`src/rtl/riscv_pkg.sv`:
```
// Shared core definitions: register index width, the x0 index, load funct3
// codes and the load-queue entry layout used by the writeback unit.
package riscv_pkg;

    localparam int REG_W = 5;

    localparam logic [REG_W-1:0] REG_ZERO = 5'd0;

    localparam logic [2:0] F3_LB  = 3'b000;
    localparam logic [2:0] F3_LH  = 3'b001;
    localparam logic [2:0] F3_LW  = 3'b010;
    localparam logic [2:0] F3_LBU = 3'b100;
    localparam logic [2:0] F3_LHU = 3'b101;

    // One outstanding load: where it writes and how to shape the raw word
    typedef struct packed {
        logic [REG_W-1:0] rd;
        logic [2:0]       funct3;
        logic [1:0]       addr_lo;
    } ldq_entry_t;

endpackage

```
`src/rtl/wb_ldq.sv`:
```
// Load queue: plain FIFO of outstanding load descriptors in issue order.
// Pushes while full and pops while empty are ignored internally.
module wb_ldq
    import riscv_pkg::*;
#(
    parameter int DEPTH = 2
) (
    input  logic       clk,
    input  logic       rst,
    input  logic       push,
    input  ldq_entry_t din,
    input  logic       pop,
    output ldq_entry_t head,
    output logic       full,
    output logic       empty
);

    localparam int AW = $clog2(DEPTH);

    ldq_entry_t        mem [DEPTH];
    logic [AW-1:0]     wr_ptr;
    logic [AW-1:0]     rd_ptr;
    logic [AW:0]       cnt;
    logic              do_push;
    logic              do_pop;

    assign full    = (cnt == (AW+1)'(DEPTH));
    assign empty   = (cnt == (AW+1)'(0));
    assign do_push = push && !full;
    assign do_pop  = pop && !empty;
    assign head    = mem[rd_ptr];

    // Storage array and write pointer
    always_ff @(posedge clk or posedge rst) begin
        if (rst) begin
            for (int i = 0; i < DEPTH; i++) begin
                mem[i] <= '0;
            end
            wr_ptr <= '0;
        end else if (do_push) begin
            mem[wr_ptr] <= din;
            wr_ptr      <= wr_ptr + AW'(1);
        end else begin
            wr_ptr <= wr_ptr;
        end
    end

    // Read pointer and occupancy count
    always_ff @(posedge clk or posedge rst) begin
        if (rst) begin
            rd_ptr <= '0;
            cnt    <= '0;
        end else begin
            if (do_pop) begin
                rd_ptr <= rd_ptr + AW'(1);
            end else begin
                rd_ptr <= rd_ptr;
            end
            case ({do_push, do_pop})
                2'b10:   cnt <= cnt + (AW+1)'(1);
                2'b01:   cnt <= cnt - (AW+1)'(1);
                default: cnt <= cnt;
            endcase
        end
    end

endmodule

```
`src/rtl/wb_unit.sv`:
```
// Register-file writeback unit: merges ALU results and in-order load
// responses into one registered write port and tracks registers that have
// loads in flight so decode can stall on stale operands.
module wb_unit
    import riscv_pkg::*;
#(
    parameter int W     = 32,
    parameter int DEPTH = 2
) (
    input  logic             clk,
    input  logic             rst,
    input  logic             ld_issue,
    input  logic [REG_W-1:0] ld_rd,
    input  logic [2:0]       ld_funct3,
    input  logic [1:0]       ld_addr_lo,
    output logic             ld_ready,
    input  logic             mem_rvalid,
    input  logic [W-1:0]     mem_rdata,
    output logic             mem_rready,
    input  logic             alu_valid,
    input  logic [REG_W-1:0] alu_rd,
    input  logic [W-1:0]     alu_val,
    input  logic [REG_W-1:0] rs1,
    input  logic [REG_W-1:0] rs2,
    output logic             rs1_busy,
    output logic             rs2_busy,
    output logic             wen,
    output logic [REG_W-1:0] rd,
    output logic [W-1:0]     rd_val
);

    // Shape the raw aligned word according to the load type and byte offset
    function automatic logic [W-1:0] format_load(input logic [2:0] f3,
                                                 input logic [1:0] lo,
                                                 input logic [W-1:0] word);
        logic [7:0]  b;
        logic [15:0] h;
        logic [W-1:0] res;
        case (lo)
            2'd0:    b = word[7:0];
            2'd1:    b = word[15:8];
            2'd2:    b = word[23:16];
            2'd3:    b = word[31:24];
            default: b = word[7:0];
        endcase
        h = lo[1] ? word[31:16] : word[15:0];
        case (f3)
            F3_LB:   res = {{(W-8){b[7]}}, b};
            F3_LBU:  res = {{(W-8){1'b0}}, b};
            F3_LH:   res = {{(W-16){h[15]}}, h};
            F3_LHU:  res = {{(W-16){1'b0}}, h};
            F3_LW:   res = word;
            default: res = word;
        endcase
        return res;
    endfunction

    ldq_entry_t       q_din;
    ldq_entry_t       q_head;
    logic             q_full;
    logic             q_empty;

    logic [31:0]      busy;
    logic [31:0]      busy_nxt;
    logic             hold_valid;
    logic [REG_W-1:0] hold_rd;
    logic [W-1:0]     hold_val;
    logic             wb_load;

    logic             ld_accept;
    logic             rsp_xfer;
    logic             alu_wr;

    // Full queue blocks issue even when a pop happens this cycle
    assign ld_ready   = !q_full && !(busy[ld_rd] && (ld_rd != REG_ZERO));
    assign ld_accept  = ld_issue && ld_ready;
    assign mem_rready = !q_empty && !hold_valid;
    assign rsp_xfer   = mem_rvalid && mem_rready;
    assign alu_wr     = alu_valid && (alu_rd != REG_ZERO);
    assign rs1_busy   = busy[rs1] && (rs1 != REG_ZERO);
    assign rs2_busy   = busy[rs2] && (rs2 != REG_ZERO);
    assign q_din      = '{rd: ld_rd, funct3: ld_funct3, addr_lo: ld_addr_lo};

    wb_ldq #(.DEPTH(DEPTH)) u_ldq (
        .clk   (clk),
        .rst   (rst),
        .push  (ld_accept),
        .din   (q_din),
        .pop   (rsp_xfer),
        .head  (q_head),
        .full  (q_full),
        .empty (q_empty)
    );

    // Busy bits: clear after a load commit to that register, set on accepted issue
    always_comb begin
        busy_nxt = '0;
        for (int i = 0; i < 32; i++) begin
            busy_nxt[i] = (busy[i] && !(wen && wb_load && (rd == 5'(i)))) ||
                          (ld_accept && (ld_rd == 5'(i)) && (ld_rd != REG_ZERO));
        end
    end

    // Scoreboard register
    always_ff @(posedge clk or posedge rst) begin
        if (rst) begin
            busy <= '0;
        end else begin
            busy <= busy_nxt;
        end
    end

    // Write-port arbitration (ALU first) and the single-entry load hold buffer
    always_ff @(posedge clk or posedge rst) begin
        if (rst) begin
            wen        <= 1'b0;
            rd         <= REG_ZERO;
            rd_val     <= '0;
            wb_load    <= 1'b0;
            hold_valid <= 1'b0;
            hold_rd    <= REG_ZERO;
            hold_val   <= '0;
        end else begin
            if (alu_wr) begin
                wen     <= 1'b1;
                rd      <= alu_rd;
                rd_val  <= alu_val;
                wb_load <= 1'b0;
            end else if (hold_valid) begin
                wen        <= 1'b1;
                rd         <= hold_rd;
                rd_val     <= hold_val;
                wb_load    <= 1'b1;
                hold_valid <= 1'b0;
            end else begin
                wen     <= 1'b0;
                wb_load <= 1'b0;
            end
            // Transfer only happens with hold empty, so it never races the drain above
            if (rsp_xfer && (q_head.rd != REG_ZERO)) begin
                hold_valid <= 1'b1;
                hold_rd    <= q_head.rd;
                hold_val   <= format_load(q_head.funct3, q_head.addr_lo, mem_rdata);
            end else begin
                hold_rd  <= hold_rd;
                hold_val <= hold_val;
            end
        end
    end

endmodule

```
`config.mk`:
```
export PLATFORM = sky130hd
export DESIGN_NAME = wb_unit
export DESIGN_NICKNAME = d
export VERILOG_FILES = /design/src/rtl/riscv_pkg.sv /design/src/rtl/wb_ldq.sv /design/src/rtl/wb_unit.sv
export SDC_FILE = /design/constraint.sdc
export NUM_CORES = 1
export LEC_CHECK = 0
export ABC_CLOCK_PERIOD_IN_PS = 4100
export CORE_MARGIN = 3
export CORE_UTILIZATION = 45
export DETAILED_ROUTE_END_ITERATION = 6
export PLACE_DENSITY = 0.74
export SLEW_MARGIN = 20
export SYNTH_ARGS = -nofsm -noshare
export SYNTH_HDL_FRONTEND = slang
export SYNTH_SLANG_ARGS = --single-unit
```
`constraint.sdc`:
```
create_clock -name clk -period 4.1 [get_ports clk]
set_input_delay 0.615 -clock clk [delete_from_list [all_inputs] [get_ports clk]]
set_output_delay 0.615 -clock clk [all_outputs]
set_load 0.1 [all_outputs]
```
Yosys cells after proc, flatten, opt, wreduce, memory -nomap -nowiden --
Cells that the tools add are included.
Word-level totals: flip-flop bits (word level) 133, bits of input ports 94
Cells by class: add/subtract/negate cells 4, magnitude comparators 6, equality and inequality tests 72, muxes and demuxes 25, bitwise logic cells 2, reductions and logical operators 221
Operator list (count):
- $eq A5 B5 Y1 const B | 32
- $logic_and A1 B1 Y1 | 141
- $pmux W32 S4 | 1
- $eq A5 B4 Y1 const B | 16
- $mux W32 | 2
- $eq A5 B3 Y1 const B | 8
- $mux W10 | 4
- $logic_not A1 Y1 | 36
- $logic_or A1 B1 Y1 | 32
- $pmux W8 S4 | 1
- $reduce_bool A5 Y1 | 5
- $bwmux W20 | 1
- $eq A5 B2 Y1 const B | 4
- $lt A5 B6 Y1 const B | 3
- $mux W16 | 1
- $bmux W1 S5 | 3
- $demux W10 S1 | 1
- $eq A5 B1 Y1 const B | 2
- $logic_not A5 Y1 | 2
- $mux W5 | 2
- $eq A2 B2 Y1 const B | 4
- $mux W1 | 8
- $eq A3 B3 Y1 const B | 2
- $eq A2 B1 Y1 const B | 2
- 12 further kinds | 17

Depth between registers and ports, before layout --
Gate-level depths: netlist of the first run.
word-level depth 9, mapped depth 12, gate-level depth less buffers 9

By module --
From an unflattened synthesis of the first run, not the netlist that was laid out.
Second synthesis, totals: cells, all modules 711, area, all modules 7084.3 sq um
By module, submodules not included:
- wb_unit | instances 1, cells an instance 639, area an instance 6004.5 sq um
- wb_ldq | instances 1, cells an instance 72, area an instance 1079.8 sq um

Worst setup path before layout of the first run --
Ideal clock, no wire load.
path kind register -> register, start register u_ldq.cnt[0], end register hold_val[16], library setup time 77 ps, data arrival time 3265 ps, data required time 4023 ps, slack 757 ps, stages on the path, launching flop included 8, path buffers 1, clock period less this slack 3343 ps, cells stage by stage dfrtp_1 nor2_1 nor2_1 nand2_1 a211oi_1 clkbuf_1 nor2_1 a21oi_1
Between the ends: longest elaborated chain between the ends 5
Ends and longest elaborated chain:
- from (decl) | RTL line wb_ldq.sv:23 | logic [AW:0] cnt;
- from (signal assigned) | RTL line wb_ldq.sv:60 | 2'b10: cnt <= cnt + (AW+1)'(1);
- from (signal assigned) | RTL line wb_ldq.sv:61 | 2'b01: cnt <= cnt - (AW+1)'(1);
- from (signal assigned) | RTL line wb_ldq.sv:62 | default: cnt <= cnt;
- $logic_not A2 Y1 | RTL line wb_ldq.sv:28 | assign empty = (cnt == (AW+1)'(0));
- $logic_not A1 Y1 | RTL line wb_unit.sv:77 | assign mem_rready = !q_empty && !hold_valid;
- $logic_and A1 B1 Y1 | RTL line wb_unit.sv:77
- net mem_rready | RTL line wb_unit.sv:19 | output logic mem_rready,
- $logic_and A1 B1 Y1 | RTL line wb_unit.sv:78 | assign rsp_xfer = mem_rvalid && mem_rready;
- $logic_and A1 B1 Y1 | RTL line wb_unit.sv:140 | if (rsp_xfer && (q_head.rd != REG_ZERO)) begin
- to (signal assigned) | RTL line wb_unit.sv:143 | hold_val <= format_load(q_head.funct3, q_head.addr_lo, mem_rdata);
- to (signal assigned) | RTL line wb_unit.sv:146 | hold_val <= hold_val;
- to (decl) | RTL line wb_unit.sv:67 | logic [W-1:0] hold_val;
The timed path passes the listed nets, and every way through them passes these cells. A chain may end at the register's enable or synchronous reset.

Final worst setup path of the first run --
start input port ld_rd[1], end output port ld_ready
Between the ends: longest elaborated chain between the ends 5, elaborated cells on any way between the ends 6, those cells by class 2 x mux; 4 x reduce/logical
Ends and longest elaborated chain:
- from (decl) | RTL line wb_unit.sv:13 | input logic [REG_W-1:0] ld_rd,
- $bmux W1 S5 | RTL line wb_unit.sv:75 | assign ld_ready = !q_full && !(busy[ld_rd] && (ld_rd != REG_ZERO));
- $mux W1 (not written as such) | RTL line wb_unit.sv:75
- $logic_and A1 B1 Y1 * | RTL line wb_unit.sv:75
- $logic_not A1 Y1 * | RTL line wb_unit.sv:75
- $logic_and A1 B1 Y1 * | RTL line wb_unit.sv:75
- to (decl) | RTL line wb_unit.sv:16 | output logic ld_ready,
Every way passes the cells marked *; elsewhere a longest branch is shown, timed or not. The select of a mux whose other input is x is not followed.

==> metrics.txt, run 1 <==
# TYPE chip_impl_metric gauge
chip_impl_info{name="status",value="complete, no violations"} 1
chip_impl_metric{name="vias_per_cell",unit=""} 5.81
chip_impl_metric{name="cellLeakagePower",unit="nW"} 3.77
chip_impl_metric{name="number_of_global_route_vias_before_repair",unit=""} 6159
chip_impl_metric{name="cts_hold_repair_buffers",unit=""} 0
chip_impl_metric{name="fin_crit_sh",unit=""} 0.884
chip_impl_metric{name="buffer_ports.inserted",unit=""} 135
chip_impl_info{name="worstSetupPathType",value="input port to output pin"} 1
chip_impl_metric{name="syn_inst",unit=""} 672
chip_impl_metric{name="place_area",unit="µm²"} 8610
chip_impl_metric{name="finalMaxSlewViolations",unit=""} 0
chip_impl_info{name="synth_top_family_by_area",value="multiplexers"} 1
chip_impl_metric{name="post_synth_net_total",unit=""} 767
chip_impl_metric{name="die_height",unit="µm"} 131
chip_impl_metric{name="total_of_max_cap_violations",unit=""} 0
chip_impl_metric{name="dp_cells",unit=""} 990
chip_impl_metric{name="worst_skew_pair.late_latency",unit="ps"} 420
chip_impl_metric{name="cp_data_required_time",unit="ps"} 3480
chip_impl_metric{name="timing_hold_violations_final",unit=""} 0
chip_impl_metric{name="fmax",unit="MHz"} 276
chip_impl_metric{name="gpl.final_weighted_congestion",unit=""} 1.02
chip_impl_info{name="tritoncts_clock_tree",value="built"} 1
chip_impl_info{name="mostFrequentLayoutCells",value="132 x dfrtp_1, 132 x clkdlybuf4s50_1, 73 x nor2_1, 73 x o21ai_0, 70 x mux2i_1"} 1
chip_impl_metric{name="routed_wl",unit="µm"} 20600
chip_impl_metric{name="maxSlewHeadroom",unit=""} 0.318
chip_impl_info{name="cp_slowest_cell",value="clkdlybuf4s50_1"} 1
chip_impl_metric{name="arrival",unit="ps"} 3010
chip_impl_metric{name="post_synth_num_cell_types",unit=""} 55
chip_impl_metric{name="numClockSinks",unit=""} 133
chip_impl_metric{name="ir_drop",unit="mV"} 0.442
chip_impl_metric{name="crit_path_max_fanout",unit=""} 6
chip_impl_metric{name="finalPower",unit="mW"} 7.67
chip_impl_info{name="cts-root-buf",value="clkbuf_16"} 1
chip_impl_info{name="cp-end-kind",value="output pin"} 1
chip_impl_info{name="rsz_0062_raised_after_global_routing",value="no"} 1
chip_impl_metric{name="power_per_cell_area",unit="nW/µm²"} 827
chip_impl_metric{name="clock_period_minus_final_worst_setup_slack",unit="ps"} 3630
chip_impl_metric{name="setup_tns",unit="ps"} 0
chip_impl_metric{name="syn_area",unit="µm²"} 7070
chip_impl_metric{name="postSynthRegisterBits",unit=""} 133
chip_impl_metric{name="share_of_the_synthesized_netlist_area_taken_by_xor_and_xnor_gates",unit=""} 0.00620
chip_impl_metric{name="boundaryPins",unit=""} 136
chip_impl_metric{name="max_stage_delay",unit="ps"} 660
chip_impl_metric{name="detail_route.wl_per_cell",unit="µm"} 20.1
chip_impl_metric{name="drc",unit=""} 0
chip_impl_metric{name="finalSetupViolations",unit=""} 0
chip_impl_metric{name="htreeDepth",unit=""} 4
chip_impl_metric{name="tritoncts_buffer_count",unit=""} 17
chip_impl_metric{name="die_area",unit="µm²"} 17200
chip_impl_metric{name="cts_post_setup_buffers_inserted",unit=""} 0
chip_impl_info{name="timing.critical_path.max_delay_family",value="buffers and inverters"} 1
chip_impl_info{name="cp-start-kind",value="input port"} 1
chip_impl_metric{name="clock_tree.buffer_depth",unit=""} 2
chip_impl_metric{name="floorplan.initialDensity",unit=""} 0.463
chip_impl_metric{name="post_route_cells_drive_above_1_share",unit=""} 0.133
chip_impl_metric{name="finish.net_count",unit=""} 893
chip_impl_metric{name="postSynthAreaPerCell",unit="µm²"} 10.5
chip_impl_metric{name="cts.reportedPaths.clkPinSlew",unit="ps"} 50
chip_impl_metric{name="grt_first_pass_wirelength",unit="µm"} 33100
chip_impl_metric{name="area_growth_syn_to_layout",unit="%"} 31.3
chip_impl_metric{name="seq_area_frac_synth",unit=""} 0.471
chip_impl_metric{name="crit_buf_inv",unit=""} 2
chip_impl_metric{name="cts-resized-gates",unit=""} 0
chip_impl_metric{name="warnings_from_yosys",unit=""} 0
chip_impl_metric{name="synth-async-reset-ratio",unit=""} 1.00
chip_impl_metric{name="synth_simple_gate_area_share",unit=""} 0.123
chip_impl_metric{name="fin_cells",unit=""} 1022
chip_impl_metric{name="grt-ovfl-total",unit=""} 0
chip_impl_metric{name="grtUsageTotal",unit=""} 0.240
chip_impl_metric{name="final_cell_area",unit="µm²"} 9280
chip_impl_info{name="synthFlopType",value="dfrtp_1"} 1
chip_impl_metric{name="drt_pass1_iterations",unit=""} 5
chip_impl_metric{name="antenna_violating_nets_post_route",unit=""} 0
chip_impl_metric{name="synth_enable_flop_cells",unit=""} 0
chip_impl_metric{name="die_width",unit="µm"} 131
chip_impl_metric{name="grt_max_degree",unit=""} 109
chip_impl_metric{name="antenna-diode-count",unit=""} 0
chip_impl_info{name="worstPathCellList",value="clkdlybuf4s50_1, mux2i_1, mux4_2, or4_1, o211a_2, and3_2, buf_12"} 1
chip_impl_metric{name="fp-row-count",unit=""} 45
chip_impl_info{name="hold_class",value="register to register"} 1
chip_impl_metric{name="grt_antenna_before_repair",unit=""} 0
chip_impl_metric{name="yosys.area_share.adder",unit=""} 0.00177
chip_impl_metric{name="dp.final_hpwl",unit="µm"} 15100
chip_impl_metric{name="worst-slew-pin-transition",unit="ps"} 1020
chip_impl_metric{name="fin_worst_skew",unit="ps"} 7.47
chip_impl_metric{name="synth-compound-area-share",unit=""} 0.147
chip_impl_metric{name="vias",unit=""} 5941
chip_impl_metric{name="synth.area.mux_share",unit=""} 0.213
chip_impl_metric{name="fp.coreArea",unit="µm²"} 15300
chip_impl_metric{name="initialDrtViolationCount",unit=""} 524
## worst reg2reg max path, delay by kind of cell, from the launching register on
kind	cells	cell delay (ps)
AOI/OAI and AO/OA	1	160
and+or+nand+nor	2	950
muxes	3	1070
DFF	1	440
## sequential cells by signal, indices dropped and copies added (netlist names), 2 cells and up
name / flops
hold_rd: 5
hold_val: 32
u_ldq.cnt: 2
busy: 32
rd: 5
rd_val: 32
u_ldq.mem: 20
## synthesized netlist by cell type, types with 2 or more instances
| master | number | share of area |
|---|---|---|
| o22ai_1 | 6 | 0.0053 |
| mux2i_1 | 70 | 0.099 |
| and3_1 | 2 | 0.0018 |
| o41ai_1 | 6 | 0.0074 |
| nor2_1 | 73 | 0.039 |
| a22oi_1 | 2 | 0.0021 |
| or4_1 | 4 | 0.0043 |
| a211o_1 | 3 | 0.0037 |
| inv_1 | 5 | 0.0027 |
| mux2_2 | 19 | 0.030 |
| o32ai_1 | 3 | 0.0037 |
| mux2_4 | 10 | 0.021 |
| a21oi_1 | 55 | 0.039 |
| nand3_1 | 8 | 0.0057 |
| nor3_1 | 6 | 0.0043 |
| nand4b_1 | 2 | 0.0025 |
| buf_1 | 6 | 0.0032 |
| nand3b_1 | 2 | 0.0021 |
| buf_6 | 2 | 0.0032 |
| a22o_1 | 6 | 0.0074 |
| nor2b_1 | 6 | 0.0053 |
| and2_1 | 4 | 0.0035 |
| xnor2_1 | 4 | 0.0050 |
| dfrtp_1 | 133 | 0.47 |
| a31oi_1 | 3 | 0.0027 |
| o2bb2ai_1 | 3 | 0.0037 |
| o31ai_1 | 2 | 0.0021 |
| mux4_2 | 19 | 0.061 |
| clkbuf_8 | 4 | 0.0078 |
| a221oi_1 | 6 | 0.0074 |
| o21ai_0 | 74 | 0.052 |
| or2_2 | 3 | 0.0027 |
| nand2_1 | 63 | 0.033 |
| clkbuf_1 | 25 | 0.013 |
| nand2b_1 | 13 | 0.012 |
## area by class of cell
cell class | count | area, µm²
timing repair buffer | 149 | 1510
tap | 211 | 264
fill | 1287 | 5980
inverter | 5 | 22.5
clock inverter | 10 | 200
sequential | 133 | 3330
clock buffer | 22 | 464
multi-input combinational | 492 | 3480
## report_power, final
part	leakage (nW)	internal, mW	switching (mW)
combinational	1.93	1.34	2.27
clock	0.328	1.17	0.563
sequential	1.51	1.85	0.480
## worst paths after layout
path / start / slack [ps] / cells after the start / to
setup / recovery: ld_rd[1] / 470 / 7 / ld_ready
hold / removal: hold_val[4]$_DFFE_PP0P_ / 500 / 2 / hold_val[4]$_DFFE_PP0P_
setup reg to reg: busy[2]$_DFF_PP0_ / 1350 / 6 / u_ldq.mem[13]$_DFFE_PP0P_
hold reg to reg: hold_val[4]$_DFFE_PP0P_ / 500 / 2 / hold_val[4]$_DFFE_PP0P_
max in group asynchronous: rst / 2510 / 3 / u_ldq.wr_ptr$_DFFE_PP0N_
min in group asynchronous: rst / 610 / 2 / busy[3]$_DFF_PP0_
## routing by layer
layer | vias to the layer above | global-route usage | routed length (µm)
li1 | 2693 | - | -
met1 | 2949 | 0.317 | 8820
met2 | 263 | 0.384 | 9850
met3 | 36 | 0.0666 | 1450
met4 | 0 | 0.0817 | 426
met5 | - | 0 | 0
## stage by stage
stage               utilization  worst slack [ps]  hold WS [ps]
global placement          0.564               556           469
floorplan                     -               757           444
CTS                       0.608               488           498
finish                    0.608               475           499
global route              0.608               393           510
detailed placement        0.564               503           474
## logic make-up after synthesis
logic type,Yosys count
xor gates and xnor gates,5
buffers and inverters,47
and+or+nand+nor,192
muxes,119
AOI/OAI and AO/OA,175
DFF,133
adders and majority gates,1
Power figures use the tool's default switching activity.
==> run 2, diff against run 1 <==
- ABC_AREA: unset -> 1
- GPL_TIMING_DRIVEN: unset -> 0
- PLACE_DENSITY: 0.74 -> 0.73
- SLEW_MARGIN: 20 -> unset
==> metrics.txt, run 2 <==
# TYPE chip_impl_metric gauge
chip_impl_metric{name="holdPathStages",unit=""} 2
chip_impl_metric{name="grt_use_met2",unit=""} 0.414
chip_impl_info{name="tritoncts_clock_tree",value="built"} 1
chip_impl_metric{name="fin_worst_skew",unit="ps"} 10.4
chip_impl_metric{name="syn_area",unit="µm²"} 7390
chip_impl_info{name="timing.critical_path.max_delay_family",value="buffers and inverters"} 1
chip_impl_metric{name="yosysTopAreaCellShare",unit=""} 0.451
chip_impl_metric{name="gr-usage-met1",unit=""} 0.393
chip_impl_metric{name="reg2reg_setup_slack",unit="ps"} 1660
chip_impl_info{name="synth_largest_area_cell",value="dfrtp_1"} 1
chip_impl_info{name="cp-end-kind",value="output pin"} 1
chip_impl_metric{name="timing_hold_violations_final",unit=""} 0
chip_impl_info{name="synthFlopType",value="dfrtp_1"} 1
chip_impl_metric{name="cts_hold_repair_buffers",unit=""} 0
chip_impl_metric{name="dp.final_hpwl",unit="µm"} 18000
chip_impl_metric{name="power_per_cell_area",unit="nW/µm²"} 789
chip_impl_metric{name="place_area",unit="µm²"} 9050
chip_impl_info{name="largest_registers",value="busy: 32 flops, hold_val: 32 flops, rd_val: 32 flops"} 1
chip_impl_metric{name="worst_skew_pair.late_latency",unit="ps"} 430
chip_impl_metric{name="post_synth_net_total",unit=""} 1130
chip_impl_metric{name="reg2regPathDepth",unit=""} 15
chip_impl_info{name="worstSetupPathType",value="input port to output pin"} 1
chip_impl_metric{name="grt-ovfl-total",unit=""} 0
chip_impl_metric{name="max_stage_delay",unit="ps"} 840
chip_impl_info{name="holdCritStartpoint",value="u_ldq.mem[4]$_DFFE_PP0P_"} 1
chip_impl_metric{name="postSynthAreaPerCell",unit="µm²"} 7.14
chip_impl_metric{name="cts.reportedPaths.clkPinSlew",unit="ps"} 60
chip_impl_metric{name="cp_data_required_time",unit="ps"} 3480
chip_impl_metric{name="crit_buf_inv",unit=""} 4
chip_impl_metric{name="antenna_violating_nets_post_route",unit=""} 0
chip_impl_info{name="yosysMostFrequentCell",value="nand2_1"} 1
chip_impl_metric{name="tritoncts_buffer_count",unit=""} 17
chip_impl_metric{name="die_height",unit="µm"} 134
chip_impl_metric{name="initialDrtViolationCount",unit=""} 787
chip_impl_metric{name="finalSetupViolations",unit=""} 0
chip_impl_metric{name="buffer_ports.inserted",unit=""} 133
chip_impl_metric{name="drt_pass1_iterations",unit=""} 5
chip_impl_metric{name="routed_wl",unit="µm"} 24300
chip_impl_info{name="r2r-start",value="busy[22]$_DFF_PP0_"} 1
chip_impl_info{name="area_contributors_post_synth",value="dfrtp_1 45%, nand2_1 18%, o21ai_0 8.5%"} 1
chip_impl_metric{name="clock_tree.buffer_depth",unit=""} 2
chip_impl_info{name="status",value="complete, no violations"} 1
chip_impl_metric{name="maxSlewHeadroom",unit=""} 0.299
chip_impl_metric{name="fin_cells",unit=""} 1419
chip_impl_metric{name="numClockSinks",unit=""} 133
chip_impl_info{name="rsz_0062_raised_after_global_routing",value="no"} 1
chip_impl_metric{name="finalMaxSlewViolations",unit=""} 0
chip_impl_metric{name="seq_area_frac_synth",unit=""} 0.451
chip_impl_info{name="cp-start-kind",value="input port"} 1
chip_impl_metric{name="cp_num_cells",unit=""} 9
chip_impl_metric{name="htreeDepth",unit=""} 4
chip_impl_metric{name="finalPower",unit="mW"} 7.66
chip_impl_metric{name="finish.net_count",unit=""} 1285
chip_impl_metric{name="worst-slew-pin-transition",unit="ps"} 1050
chip_impl_info{name="mostFrequentLayoutCells",value="354 x nand2_1, 133 x dfrtp_1, 130 x clkdlybuf4s50_1, 124 x o21ai_0, 100 x inv_1"} 1
chip_impl_metric{name="crit_path_max_fanout",unit=""} 10
chip_impl_metric{name="floorplan.initialDensity",unit=""} 0.462
chip_impl_metric{name="postSynthRegisterBits",unit=""} 133
chip_impl_info{name="hold_class",value="register to register"} 1
chip_impl_metric{name="fp-row-count",unit=""} 46
chip_impl_metric{name="ir_drop",unit="mV"} 0.585
chip_impl_metric{name="synth_enable_flop_cells",unit=""} 0
chip_impl_metric{name="arrival",unit="ps"} 3250
chip_impl_metric{name="die_area",unit="µm²"} 18000
chip_impl_metric{name="syn_inst",unit=""} 1035
chip_impl_metric{name="fmax",unit="MHz"} 259
chip_impl_metric{name="die_width",unit="µm"} 134
chip_impl_metric{name="grt_first_pass_wirelength",unit="µm"} 38500
chip_impl_metric{name="antenna-diode-count",unit=""} 0
chip_impl_info{name="yosys-top-cells-count",value="354 x nand2_1, 133 x dfrtp_1, 125 x o21ai_0"} 1
chip_impl_metric{name="synth-async-reset-ratio",unit=""} 1.00
chip_impl_metric{name="boundaryPins",unit=""} 136
chip_impl_metric{name="hold_slack",unit="ps"} 469
chip_impl_info{name="cp_slowest_cell",value="dlygate4sd2_1"} 1
chip_impl_metric{name="cellLeakagePower",unit="nW"} 4.51
chip_impl_metric{name="drc",unit=""} 0
chip_impl_metric{name="setup_ws",unit="ps"} 233
chip_impl_metric{name="filler_cell_count",unit=""} 1518
chip_impl_metric{name="grt_antenna_before_repair",unit=""} 0
chip_impl_metric{name="dp_cells",unit=""} 1387
chip_impl_metric{name="warnings_from_yosys",unit=""} 0
chip_impl_metric{name="detail_route.wl_per_cell",unit="µm"} 17.1
chip_impl_metric{name="grt_max_degree",unit=""} 43
chip_impl_metric{name="number_of_global_route_vias_before_repair",unit=""} 7223
chip_impl_info{name="startpoint",value="rs1[0]"} 1
chip_impl_info{name="cts-root-buf",value="clkbuf_16"} 1
chip_impl_metric{name="post_synth_num_cell_types",unit=""} 35
chip_impl_info{name="regToRegEndpoint",value="u_ldq.cnt[1]$_DFFE_PP0P_"} 1
chip_impl_metric{name="fin_crit_sh",unit=""} 0.943
chip_impl_metric{name="area_growth_syn_to_layout",unit="%"} 31.5
chip_impl_metric{name="final_cell_area",unit="µm²"} 9710
chip_impl_info{name="leading_cell_type_in_the_layout_fill_and_taps_excluded",value="nand2_1"} 1
chip_impl_metric{name="post-route-util",unit=""} 0.607
chip_impl_metric{name="clock_period_minus_final_worst_setup_slack",unit="ps"} 3870
chip_impl_metric{name="grtUsageTotal",unit=""} 0.270
chip_impl_info{name="min_delay_worst_endpoint",value="u_ldq.mem[4]$_DFFE_PP0P_"} 1
chip_impl_metric{name="total_of_max_cap_violations",unit=""} 0
chip_impl_metric{name="preCtsSetupSlack",unit="ps"} -137
chip_impl_metric{name="setup_tns",unit="ps"} 0
chip_impl_metric{name="gr-usage-met3",unit=""} 0.0446
chip_impl_metric{name="post_route_cells_drive_above_1_share",unit=""} 0.0524
chip_impl_metric{name="vias",unit=""} 7764
chip_impl_metric{name="fp.coreArea",unit="µm²"} 16000
chip_impl_info{name="worstPathCellList",value="clkdlybuf4s50_1, clkbuf_1, clkbuf_1, o21ai_0, o211ai_1, nand3_1, nand3_1, and2_1, dlygate4sd2_1"} 1
chip_impl_info{name="grt_busiest_layer",value="met2"} 1
chip_impl_metric{name="vias_per_cell",unit=""} 5.47
chip_impl_metric{name="gpl.final_weighted_congestion",unit=""} 0.965
-- run 2: worst register-to-register path: cells and delay by family, from the launching register on --
| kind | cells | cell delay (ps) |
|---|---|---|
| AO/OA/AOI/OAI | 3 | 470 |
| XOR/XNOR | 1 | 150 |
| AND/OR/NAND/NOR | 9 | 780 |
| flip-flops | 1 | 450 |
| buffers and inverters | 1 | 190 |
| adder cells (fa/ha/maj) | 1 | 300 |
-- run 2: cell type report --
type | instances | area (µm²) | area share
buffer | 51 | 233 | 0.0240
clock inverter | 14 | 224 | 0.0231
clock buffer | 18 | 439 | 0.0452
inverter | 106 | 402 | 0.0414
multi-input combinational | 745 | 3430 | 0.353
timing repair buffer | 136 | 1390 | 0.143
sequential | 133 | 3330 | 0.343
tap | 216 | 270 | 0.0278
-- run 2: worst max-delay path by stage --
stage / to / slack (ps)
after global routing: rs1_busy / 70
final: rs1_busy / 230
after CTS: rs2_busy / 10
after detailed placement: ld_ready / -140
after floorplan: rs2_busy / 620
after global placement: ld_ready / -140
-- run 2: layer usage --
layer / vias up / wire length (µm)
li1: 3701 / -
met1: 3654 / 10800
met2: 358 / 11000
met3: 51 / 1840
met4: 0 / 597
met5: - / 0
-- run 2: where the power goes --
| part | internal [mW] | switching [mW] |
|---|---|---|
| Combinational | 1.02 | 2.71 |
| Sequential | 1.84 | 0.371 |
| Clock | 1.10 | 0.613 |
-- run 2: logic make-up after synthesis --
| kind of cell | count (synthesis) | synth area share |
|---|---|---|
| fa+ha+maj | 1 | 0.00169 |
| buf+inv | 157 | 0.0854 |
| mux | 4 | 0.00542 |
| compound gates | 230 | 0.173 |
| flops | 133 | 0.451 |
| simple gates | 507 | 0.280 |
| xor+xnor | 3 | 0.00356 |
-- run 2: what timing repair did --
action                                  CTS  global route
gates resized for setup                   2             3
setup buffers                             0             0
endpoints found under the setup margin    2             2
==> run 3, diff against run 2 <==
- CORE_MARGIN: 3 -> 2
- CORE_UTILIZATION: 45 -> 36
- PLACE_DENSITY: 0.73 -> unset
==> metrics.txt, run 3 (synthesis gave the netlist of run 2 again) <==
# TYPE chip_impl_metric gauge
chip_impl_metric{name="cts.reportedPaths.clkPinSlew",unit="ps"} 60
chip_impl_metric{name="grtUsageTotal",unit=""} 0.232
chip_impl_info{name="timing.critical_path.max_delay_family",value="buffers and inverters"} 1
chip_impl_metric{name="fmax",unit="MHz"} 258
chip_impl_metric{name="dp.final_hpwl",unit="µm"} 18500
chip_impl_metric{name="detail_route.wl_per_cell",unit="µm"} 16.9
chip_impl_metric{name="grt_max_degree",unit=""} 40
chip_impl_metric{name="vias_per_cell",unit=""} 5.18
chip_impl_metric{name="routed_wl",unit="µm"} 24900
chip_impl_metric{name="fp-row-count",unit=""} 52
chip_impl_info{name="mostFrequentLayoutCells",value="354 x nand2_1, 133 x dfrtp_1, 130 x clkdlybuf4s50_1, 124 x o21ai_0, 100 x inv_1"} 1
chip_impl_metric{name="fin_crit_sh",unit=""} 0.946
chip_impl_metric{name="finalSetupViolations",unit=""} 0
chip_impl_metric{name="die_height",unit="µm"} 147
chip_impl_info{name="largest_registers",value="busy: 32 flops, hold_val: 32 flops, rd_val: 32 flops"} 1
chip_impl_metric{name="number_of_global_route_vias_before_repair",unit=""} 7200
chip_impl_info{name="cp-start-kind",value="input port"} 1
chip_impl_metric{name="floorplan.initialDensity",unit=""} 0.366
chip_impl_metric{name="cts_hold_repair_buffers",unit=""} 0
chip_impl_metric{name="crit_path_max_fanout",unit=""} 10
chip_impl_metric{name="antenna-diode-count",unit=""} 0
chip_impl_metric{name="preCtsSetupSlack",unit="ps"} -179
chip_impl_metric{name="finalMaxSlewViolations",unit=""} 0
chip_impl_metric{name="cellLeakagePower",unit="nW"} 4.50
chip_impl_metric{name="cts_post_setup_buffers_inserted",unit=""} 0
chip_impl_metric{name="grt_antenna_before_repair",unit=""} 0
chip_impl_info{name="leading_cell_type_in_the_layout_fill_and_taps_excluded",value="nand2_1"} 1
chip_impl_metric{name="die_area",unit="µm²"} 21700
chip_impl_metric{name="crit_buf_inv",unit=""} 4
chip_impl_metric{name="routed_met2_length",unit="µm"} 11200
chip_impl_metric{name="die_width",unit="µm"} 147
chip_impl_metric{name="grt_first_pass_wirelength",unit="µm"} 39300
chip_impl_info{name="cp-end-kind",value="output pin"} 1
chip_impl_metric{name="boundaryPins",unit=""} 136
chip_impl_metric{name="timing_hold_violations_final",unit=""} 0
chip_impl_metric{name="clock_tree.buffer_depth",unit=""} 2
chip_impl_metric{name="drc",unit=""} 0
chip_impl_metric{name="tritoncts_buffer_count",unit=""} 17
chip_impl_metric{name="total_of_max_cap_violations",unit=""} 0
chip_impl_metric{name="gpl.final_weighted_congestion",unit=""} 0.904
chip_impl_info{name="cp_slowest_cell",value="dlygate4sd2_1"} 1
chip_impl_metric{name="wl_met3",unit="µm"} 1540
chip_impl_metric{name="initialDrtViolationCount",unit=""} 690
chip_impl_metric{name="clock_period_minus_final_worst_setup_slack",unit="ps"} 3880
chip_impl_info{name="worstSetupPathType",value="input port to output pin"} 1
chip_impl_metric{name="finish.net_count",unit=""} 1286
chip_impl_metric{name="post_route_cells_drive_above_1_share",unit=""} 0.0540
chip_impl_metric{name="m1WireLength",unit="µm"} 11500
chip_impl_info{name="worstPathCellList",value="clkdlybuf4s50_1, clkbuf_1, clkbuf_1, o21ai_0, o211ai_1, nand3_1, nand3_1, and2_1, dlygate4sd2_1"} 1
chip_impl_info{name="hold_class",value="register to register"} 1
chip_impl_metric{name="htreeDepth",unit=""} 4
chip_impl_metric{name="drt_pass1_iterations",unit=""} 5
chip_impl_info{name="cts-root-buf",value="clkbuf_16"} 1
chip_impl_metric{name="hold_slack",unit="ps"} 471
chip_impl_info{name="rsz_0062_raised_after_global_routing",value="no"} 1
chip_impl_metric{name="area_growth_syn_to_layout",unit="%"} 32.0
chip_impl_metric{name="power_per_cell_area",unit="nW/µm²"} 777
chip_impl_metric{name="numClockSinks",unit=""} 133
chip_impl_metric{name="worst_skew_pair.late_latency",unit="ps"} 430
chip_impl_metric{name="fp.coreArea",unit="µm²"} 20200
chip_impl_metric{name="buffer_ports.inserted",unit=""} 133
chip_impl_metric{name="worst-slew-pin-transition",unit="ps"} 1040
chip_impl_info{name="route.top_layer_used",value="met4"} 1
chip_impl_info{name="tritoncts_clock_tree",value="built"} 1
chip_impl_metric{name="cts-resized-gates",unit=""} 3
chip_impl_metric{name="vias",unit=""} 7637
chip_impl_metric{name="ir_drop",unit="mV"} 0.369
chip_impl_metric{name="max_stage_delay",unit="ps"} 840
chip_impl_metric{name="arrival",unit="ps"} 3260
chip_impl_metric{name="cp_data_required_time",unit="ps"} 3480
chip_impl_metric{name="setup_ws",unit="ps"} 223
chip_impl_metric{name="maxSlewHeadroom",unit=""} 0.303
chip_impl_metric{name="grt-ovfl-total",unit=""} 0
chip_impl_info{name="status",value="complete, no violations"} 1
chip_impl_metric{name="filler_cell_count",unit=""} 2029
chip_impl_metric{name="antenna_violating_nets_post_route",unit=""} 0
chip_impl_metric{name="fin_worst_skew",unit="ps"} 11.9
==> run 3: cell types whose count changed in the layout (fill, tap and decap cells not counted), sizes merged <==
cell | previous run | this run
inv | 108 | 115
buf | 17 | 18
clkinvlp | 2 | 1
bufinv | 5 | 2
clkinv | 5 | 2
clkbuf | 56 | 57
dlymetal6s2s | 1 | 0
==> run 3: metrics by stage <==
stage          TNS, ps  instance area, µm²  power [mW]   util  std cells
2_1_floorplan        0                7390        4.80      -       1035
3_3_place_gp      -368                9060        5.89  0.449       1438
3_5_place_dp      -330                9140        5.93  0.453       1442
4_1_cts              0                9760        7.57  0.484       1474
5_1_grt              0                9750        8.06  0.483       1474
6_report             0                9750        7.57  0.483       1474
==> run 3: worst paths after layout <==
check                           depth (start not counted)                      from  slack (ps)                  endpoint
worst max-delay path                                    9                    rs1[0]         220                  rs1_busy
worst min-delay path                                    2  u_ldq.mem[7]$_DFFE_PP0P_         470  u_ldq.mem[7]$_DFFE_PP0P_
worst max register to register                         15        busy[27]$_DFF_PP0_        1650  u_ldq.cnt[1]$_DFFE_PP0P_
worst min register to register                          2  u_ldq.mem[7]$_DFFE_PP0P_         470  u_ldq.mem[7]$_DFFE_PP0P_
max in group asynchronous                               5                       rst        2820  hold_val[15]$_DFFE_PP0P_
min in group asynchronous                               3                       rst         580  hold_val[23]$_DFFE_PP0P_
==> run 3: final cells by class <==
type                       count  area [µm²]  area share
buffer                        51         233      0.0239
clock buffer                  18         439      0.0451
clock inverter                14         180      0.0185
inverter                     106         402      0.0412
multi-input combinational    745        3430       0.352
sequential                   133        3330       0.341
tap                          270         338      0.0347
timing repair buffer         137        1400       0.144
==> run 3: tightest hold or removal path, cell delays in order, from the launching register on <==
cell and delay, ps:
dfrtp_1 340, nand2_1 50, nand2_1 50
==> run 3: power by group <==
group	leakage (nW)	total (mW)	switching, mW	internal, mW
Clock	0.308	1.62	0.676	0.946
Sequential	1.53	2.22	0.381	1.84
Combinational	2.67	3.73	2.71	1.02
==> run 3: per-layer routing <==
metal	up-vias	GRT usage
met5	-	0
met4	0	0.0769
met3	43	0.0391
met2	279	0.357
met1	3616	0.334
li1	3699	-
